`config.mk`:
```
export PLATFORM = sky130hd
export DESIGN_NAME = fp_sub_result_stage
export DESIGN_NICKNAME = d
export VERILOG_FILES = /design/src/rtl/fp_sub_result_stage.sv
export SDC_FILE = /design/constraint.sdc
export NUM_CORES = 1
export LEC_CHECK = 0
export BUFFER_PORTS_ARGS = -buffer_cell sky130_fd_sc_hd__buf_2
export CORE_MARGIN = 1
export CORE_UTILIZATION = 53
export CTS_BUF_LIST = sky130_fd_sc_hd__clkbuf_4 sky130_fd_sc_hd__clkbuf_8 sky130_fd_sc_hd__clkbuf_16
export CTS_CLUSTER_SIZE = 40
export DETAILED_ROUTE_END_ITERATION = 6
export PLACE_DENSITY_LB_ADDON = 0.12
export SYNTH_ARGS = -nofsm -noshare
export SYNTH_HDL_FRONTEND = slang
export SYNTH_SLANG_ARGS = --single-unit
```
`constraint.sdc`:
```
create_clock -name clk -period 3.7 [get_ports clk]
set_clock_uncertainty 0.2 [all_clocks]
set_input_delay 0.37 -clock clk [delete_from_list [all_inputs] [get_ports clk]]
set_output_delay 0.37 -clock clk [all_outputs]
set_load 0.05 [all_outputs]
```
`src/rtl/fp_sub_result_stage.sv`:
```
// fp_sub_result_stage
//   Result buffer behind the combinational floating-point subtractor. Each
//   accepted IEEE-754 single word is classified into {nan, inf, zero, denorm}.
//   The word and its flags are then stored in a small FIFO, which is presented
//   to the consumer with a valid/ready handshake. The stage also keeps sticky
//   flags and a saturating count of completed (popped) results.
//
// Parameters
//   DEPTH  buffer entries, a power of two and at least 2
//   CNT_W  width of done_count
//
// Ports
//   clk           clock, rising-edge
//   n_rst         asynchronous active-low reset
//   in_valid      sub_result is valid this cycle
//   sub_result    32-bit result word from the subtractor
//   in_ready      buffer has a free entry
//   out_valid     out_result/out_flags hold the head entry
//   out_ready     consumer takes the head entry this cycle
//   out_result    head entry result word
//   out_flags     head entry flags {nan, inf, zero, denorm}
//   sticky_flags  OR of flags of every push since the last clear
//   flag_clr      synchronous clear of sticky_flags
//   done_count    number of pops, saturating at all-ones
module fp_sub_result_stage #(
  parameter int DEPTH = 2,
  parameter int CNT_W = 16
) (
  input  logic             clk,
  input  logic             n_rst,
  input  logic             in_valid,
  input  logic [31:0]      sub_result,
  output logic             in_ready,
  output logic             out_valid,
  input  logic             out_ready,
  output logic [31:0]      out_result,
  output logic [3:0]       out_flags,
  output logic [3:0]       sticky_flags,
  input  logic             flag_clr,
  output logic [CNT_W-1:0] done_count
);

  localparam int PTR_W = $clog2(DEPTH);
  localparam logic [PTR_W:0] DEPTH_C = (PTR_W + 1)'(DEPTH);

  logic [PTR_W-1:0] wr_ptr;
  logic [PTR_W-1:0] rd_ptr;
  logic [PTR_W:0]   occ;
  logic             push;
  logic             pop;
  logic [3:0]       flags_p0;

  logic [31:0] data_p1  [DEPTH];
  logic [3:0]  flags_p1 [DEPTH];

  // Exactly one class bit is set for a special value; normal numbers give 0000.
  function automatic logic [3:0] classify(input logic [31:0] w);
    logic exp_ones;
    logic exp_zero;
    logic man_nz;
    exp_ones = &w[30:23];
    exp_zero = ~|w[30:23];
    man_nz   = |w[22:0];
    return {exp_ones & man_nz, exp_ones & ~man_nz,
            exp_zero & ~man_nz, exp_zero & man_nz};
  endfunction

  function automatic logic [CNT_W-1:0] sat_inc(input logic [CNT_W-1:0] v);
    return (&v) ? v : v + 1'b1;
  endfunction

  // Handshake status depends only on occupancy, never on out_ready or in_valid.
  assign in_ready  = (occ != DEPTH_C);
  assign out_valid = (occ != '0);
  assign push      = in_valid & in_ready;
  assign pop       = out_valid & out_ready;
  assign flags_p0  = classify(sub_result);

  // ---- stage p0 -> p1: classify and write into the buffer ----
  always_ff @(posedge clk) begin
    if (push) begin
      data_p1[wr_ptr]  <= sub_result;
      flags_p1[wr_ptr] <= flags_p0;
    end
  end

  always_ff @(posedge clk or negedge n_rst) begin
    if (!n_rst) begin
      wr_ptr       <= '0;
      rd_ptr       <= '0;
      occ          <= '0;
      sticky_flags <= '0;
      done_count   <= '0;
    end else begin
      // Pointers wrap naturally because DEPTH is a power of two.
      if (push) wr_ptr <= wr_ptr + 1'b1;
      if (pop)  rd_ptr <= rd_ptr + 1'b1;
      if (push && !pop)      occ <= occ + 1'b1;
      else if (pop && !push) occ <= occ - 1'b1;
      // A clear in the same cycle as a push keeps that push's flags.
      if (push)          sticky_flags <= (flag_clr ? 4'b0000 : sticky_flags) | flags_p0;
      else if (flag_clr) sticky_flags <= 4'b0000;
      if (pop) done_count <= sat_inc(done_count);
    end
  end

  // ---- stage p1: head entry; empty slots read as zero so reset shows 0 ----
  assign out_result = out_valid ? data_p1[rd_ptr]  : 32'h0;
  assign out_flags  = out_valid ? flags_p1[rd_ptr] : 4'h0;

endmodule

```
==> results of run 1 <==
-- logic make-up (layout without fill, tap and decap cells) --
kind of cell | after synthesis | in the layout | share of synthesized area
adder cells (fa/ha/maj) | 2 | 2 | 0.006328
AND/OR/NAND/NOR | 95 | 95 | 0.1269
flip-flops | 96 | 96 | 0.6987
AO/OA/AOI/OAI | 8 | 8 | 0.01804
multiplexers | 39 | 39 | 0.1006
buffers and inverters | 13 | 117 | 0.01392
XOR/XNOR | 16 | 16 | 0.03544
-- sequential cells by signal, indices dropped and copies added, names as in the netlist --
register,flops
sticky_flags,4
done_count,16
data_p1,64
rd_ptr,1
wr_ptr,1
flags_p1,8
occ,2
-- cells in the final DEF (no fill, tap or decap), types with 2 or more instances in the layout --
cell	n
edfxtp_1	72
buf_2	94
nand4_1	5
dlygate4sd3_1	2
nor2_4	2
nor4b_1	2
or3_1	2
nor2_1	44
mux2_2	2
nor3b_1	2
a21oi_1	2
xor2_1	11
nand3_1	5
dfrtp_1	23
ha_1	2
clkinv_2	4
inv_1	5
nand2_1	8
clkbuf_8	9
mux2i_1	36
xnor2_1	5
nor4_1	8
nor3_1	6
-- final timing paths --
| path | from | end | slack, ns |
|---|---|---|---|
| max | rd_ptr | out_result[0] | 1.04 |
| min | flag_clr | sticky_flags[0] | 0.02 |
| max reg2reg | occ[0] | data_p1[0][12] | 1.38 |
| min reg2reg | sticky_flags[3] | sticky_flags[3] | 0.29 |
| max in group asynchronous | n_rst | rd_ptr | 2.56 |
| min in group asynchronous | n_rst | done_count[10] | 0.33 |
-- timing repair --
action	CTS	global route
resized for setup	0	0
hold endpoints to repair	26	0
buffers inserted	0	0
hold buffers	2	0
-- power by group through the flow --
stage               Clock, µW  Combinational [µW]  Sequential, µW
finish                    652                1940            1660
global route              713                2070            1700
CTS                       663                1960            1670
detailed placement          0                1960            1690
global placement            0                1940            1680
floorplan                   0                1530            1660
-- Yosys cell counts, drive strengths merged (3+ instances only) --
library cell / count
nand2: 8
nor4: 10
buf: 5
xnor2: 5
mux2: 3
mux2i: 36
nor2: 47
nor3: 6
clkbuf: 3
xor2: 11
dfrtp: 24
inv: 5
nand3: 5
edfxtp: 72
nand4: 7
-- final cells by class --
cell class,instances,area (µm²),share of cell area
clock buffers,9,123.9,0.02616
clock inverters,7,62.56,0.01321
inverters,5,18.77,0.003963
multi-input cells,160,1152,0.2433
flip-flops and latches,96,2764,0.5836
well taps,99,123.9,0.02616
repair buffers,96,490.5,0.1036
-- worst max-delay path: stages, from the launching register on --
cell and delay (ns):
dfrtp_2 1.11, mux2i_1 0.21, nor2_1 0.15, buf_2 0.28
-- stage by stage --
step / util / hold slack [ns] / power, µW / cell area [µm²] / std cells
global route: 0.6564 / 0.009085 / 4476 / 4736 / 472
global placement: 0.6278 / 0.1822 / 3619 / 4529 / 454
detailed placement: 0.6278 / 0.1955 / 3651 / 4529 / 454
finish: 0.6564 / 0.01816 / 4256 / 4736 / 472
floorplan: - / -0.1256 / 3191 / 3954 / 269
CTS: 0.6564 / 0.008441 / 4293 / 4736 / 472
-- layer usage --
metal | track usage | wire (µm)
met5 | 0 | 0
met4 | 0.08798 | 144
met3 | 0.03078 | 296
met2 | 0.3161 | 3467
met1 | 0.2661 | 3290
==> run summary, run 1 <==
Clock Latency Late Sink = 0.35 ns
Slew @ Worst Pin = 1.109 ns
DRT Wirelength = 7.199 mm
Crit Path Class = flop to output pin
Netlist cell types = 38
Overflow after GRT = 0
fill cell count = 571
element type at the critical path end = output pin
Psw = 2031 µW
Clock Tree Buf Depth = 2
setup TNS = 0 ns
Clk pin slew, worst setup/hold paths = 0.08 ns
Peak Freq = 375.4 MHz
initial antenna violation count = 0
Slew HR = 0.2608
Worst Slack Setup Final = 1.036 ns
RSZ-0062 raised after global routing = no
Sw Ratio = 0.4773
hpwl dp = 4.750 mm
critical path startpoint category = flop
Core Area = 0.007214 mm²
Final GP Congestion = 0.7108
fin crit period = 2.664 ns
pre-CTS WS = 1.348 ns
Die Ht = 88.37 µm
path depth of the worst reg2reg path = 3
layout cells sized above 1 = 0.3298
Wirelength per Cell = 15.25 µm
Die ar. = 0.007809 mm²
CP Max Fanout = 37
vias in the first global route = 2,326
Mapped Nets = 308
worst min path class = input pin to flop
Hold Path Stages = 2
number of synthesized flops with an enable pin = 72
Synth Instances = 269
Fin. Hold Viols = 0
PwrDens = 898.7 mW/mm²
Avg Cell Area, Syn = 14.70 µm²
total leakage power = 0.002047 µW
mapped cell area = 0.003954 mm²
synthesis-to-finish area growth = 19.78%
crit path DAT = 2.09 ns
crit share post-route = 0.7200
Via density = 5.278
clock sink count = 96
die width = 88.37 µm
sequential element share of the synthesized area = 0.6987
Nets = 407
Routed Antenna Nets = 0
Seq cells post-synth = 96
drt first pass iters = 5
floorplan row count = 31
Synth top area share = 0.5468
ys flop type = edfxtp_1
Cell Int Power = 2225 µW
Flop pwr share = 0.391
via count of the routed design = 2,491
CP required = 3.13 ns
diode count = 0
fin. max-slew vios = 0
max cap viols = 0
CTS tree = yes
Port-buffer cells = 94
fraction of registers with async set or reset after synthesis = 0.2500
final setup fails = 0
Starting DRT DRC Count = 97
Root Buffer = clkbuf_8
GRT Total Usage = 0.1961
H-tree lvl count = 3
Clock power frac = 0.153
largest net degree at the start of global routing = 38
synthesis warning total = 0
I/O pin cnt = 95
area leader, netlist = edfxtp_1
Starting Density = 0.5480
largest cells by area after synthesis = edfxtp_1 55%, dfrtp_1 15%, mux2i_1 9.1%, nor2_1 4.4%, xor2_1 2.4%
Comb pwr share = 0.456
status = completed
TritonCTS buffer count = 9
maximum vdd ir drop = 0.7588 mV
first-pass GRT wire length = 11.24 mm
drt drc = 0
(Power assumes the default switching activity.)
==> inputs of run 2 (changes only) <==
--- a/config.mk
+++ b/config.mk
@@ -7,7 +7,7 @@
 export LEC_CHECK = 0
 export BUFFER_PORTS_ARGS = -buffer_cell sky130_fd_sc_hd__buf_2
 export CORE_MARGIN = 1
-export CORE_UTILIZATION = 53
+export CORE_UTILIZATION = 48
 export CTS_BUF_LIST = sky130_fd_sc_hd__clkbuf_4 sky130_fd_sc_hd__clkbuf_8 sky130_fd_sc_hd__clkbuf_16
 export CTS_CLUSTER_SIZE = 40
 export DETAILED_ROUTE_END_ITERATION = 6
==> constraint.sdc (replaced) <==
create_clock -name clk -period 2.4 [get_ports clk]
set_clock_uncertainty 0.2 [all_clocks]
set_input_delay 0.24 -clock clk [delete_from_list [all_inputs] [get_ports clk]]
set_output_delay 0.24 -clock clk [all_outputs]
set_load 0.05 [all_outputs]
==> run summary, run 2 (synthesis gave the netlist of run 1 again) <==
status = completed
max FFs per register = 64
Routed Antenna Nets = 0
fin. max-slew vios = 0
Peak Freq = 458.5 MHz
initial antenna violation count = 0
die width = 92.76 µm
total leakage power = 0.002233 µW
via count of the routed design = 2,607
drt first pass iters = 4
critical path startpoint category = input pin
Crit Path Class = input pin to flop
floorplan row count = 32
crit path DAT = 2.08 ns
CTS tree = yes
M3 GR Usage = 0.03038
Wirelength per Cell = 15.34 µm
Reg with most FFs = data_p1
clock sink count = 96
path depth of the worst reg2reg path = 5
hpwl dp = 4.897 mm
Die ar. = 0.008604 mm²
largest net degree at the start of global routing = 38
final setup fails = 0
Final Instance Area = 0.005177 mm²
Port-buffer cells = 94
Worst R2R Setup Slack = 0.34 ns
Clock Latency Late Sink = 0.36 ns
Hold Path Stages = 3
Layout Utilization = 0.6598
met2 Use GR = 0.3254
hold path endpoint = rd_ptr
max cap viols = 0
min-delay src = out_ready
fin crit period = 2.181 ns
maximum vdd ir drop = 1.083 mV
Starting DRT DRC Count = 115
setup TNS = 0 ns
Largest regs = data_p1 x64, done_count x16, flags_p1 x8
Fin. Hold Viols = 0
synthesis-to-finish area growth = 30.95%
DRT Wirelength = 7.853 mm
layout cells sized above 1 = 0.3146
fill cell count = 623
Slew HR = 0.6414
diode count = 0
post-cts resize count = 0
PwrDens = 1342 mW/mm²
Core Area = 0.007848 mm²
TritonCTS buffer count = 9
first-pass GRT wire length = 12.33 mm
Overflow after GRT = 0
placed cell areas = 0.004591 mm²
Slew @ Worst Pin = 0.5379 ns
drt drc = 0
H-tree lvl count = 3
CP Max Fanout = 6
launch point of the worst reg-to-reg path = done_count[0]
Starting Density = 0.5038
Worst R2R End = done_count[12]
worst min path class = input pin to flop
Top Usage Layer GRT = met2
Via density = 5.092
Clock Tree Buf Depth = 2
Final GP Congestion = 0.7947
most frequent cells in the layout = 94 x buf_2, 72 x edfxtp_1, 44 x nor2_1
GRT met1 Usage = 0.2393
Nets = 444
CP required = 2.30 ns
Root Buffer = clkbuf_8
vias in the first global route = 2,583
element type at the critical path end = flop
most common cell after layout, fill and taps aside = buf_2
I/O pin cnt = 95
Die Ht = 92.76 µm
Clk pin slew, worst setup/hold paths = 0.09 ns
crit share post-route = 0.9087
GRT Total Usage = 0.1906
RSZ-0062 raised after global routing = no
[run 2: final cells by class]
type,instances,area (µm²),area share
Sequential cell,96,2764,0.5338
Timing Repair Buffer,133,873.3,0.1687
Tap cell,102,127.6,0.02465
Clock buffer,10,131.4,0.02537
Clock inverter,6,115.1,0.02223
Multi-Input combinational cell,160,1147,0.2216
Inverter,5,18.77,0.003625
[run 2: what timing repair did]
action / CTS / global route
setup buffers: 0 / 0
hold buffers: 34 / 0
endpoints found under the hold margin: 90 / 0
[run 2: metal layers]
metal / up-vias / wire length [µm]
met5: - / 0
li1: 1265 / -
met4: 0 / 147
met1: 1271 / 3416
met2: 61 / 3982
met3: 10 / 307
[run 2: how the worst max path moves through the flow]
stage / slack [ns] / depth (start not counted) / end / from
floorplan: 0.008 / 4 / data_p1[0][0] / occ[0]
CTS: 0.24 / 4 / out_flags[3] / occ[0]
finish: 0.22 / 6 / flags_p1[1][0] / sub_result[18]
detailed placement: 0.36 / 5 / done_count[1] / done_count[0]
global route: 0.11 / 6 / flags_p1[1][3] / sub_result[18]
global placement: 0.41 / 5 / done_count[12] / done_count[0]
[run 2: report_power, final]
group	internal, µW	switching (µW)	total (µW)
registers	2200	194	2400
logic	840	2440	3280
clock network	711	559	1270
[run 2: through the flow]
| step | worst slack, ns | power [µW] | cells | hold WS (ns) |
|---|---|---|---|---|
| after global placement | 0.4110 | 5658 | 462 | 0.05239 |
| final | 0.2190 | 6950 | 512 | 0.05395 |
| after CTS | 0.2362 | 7003 | 512 | 0.04272 |
| after global routing | 0.1064 | 7249 | 512 | 0.08313 |
| after detailed placement | 0.3563 | 5693 | 462 | 0.05390 |
| after floorplan | 0.007884 | 4922 | 269 | -0.2556 |
[run 2: worst max-delay path, cell delays in order]
cell and delay, ns:
dlygate4sd3_1 0.55, buf_2 0.14, nor4_1 0.37, nand4_1 0.27
nor2_1 0.39, nor2_1 0.11
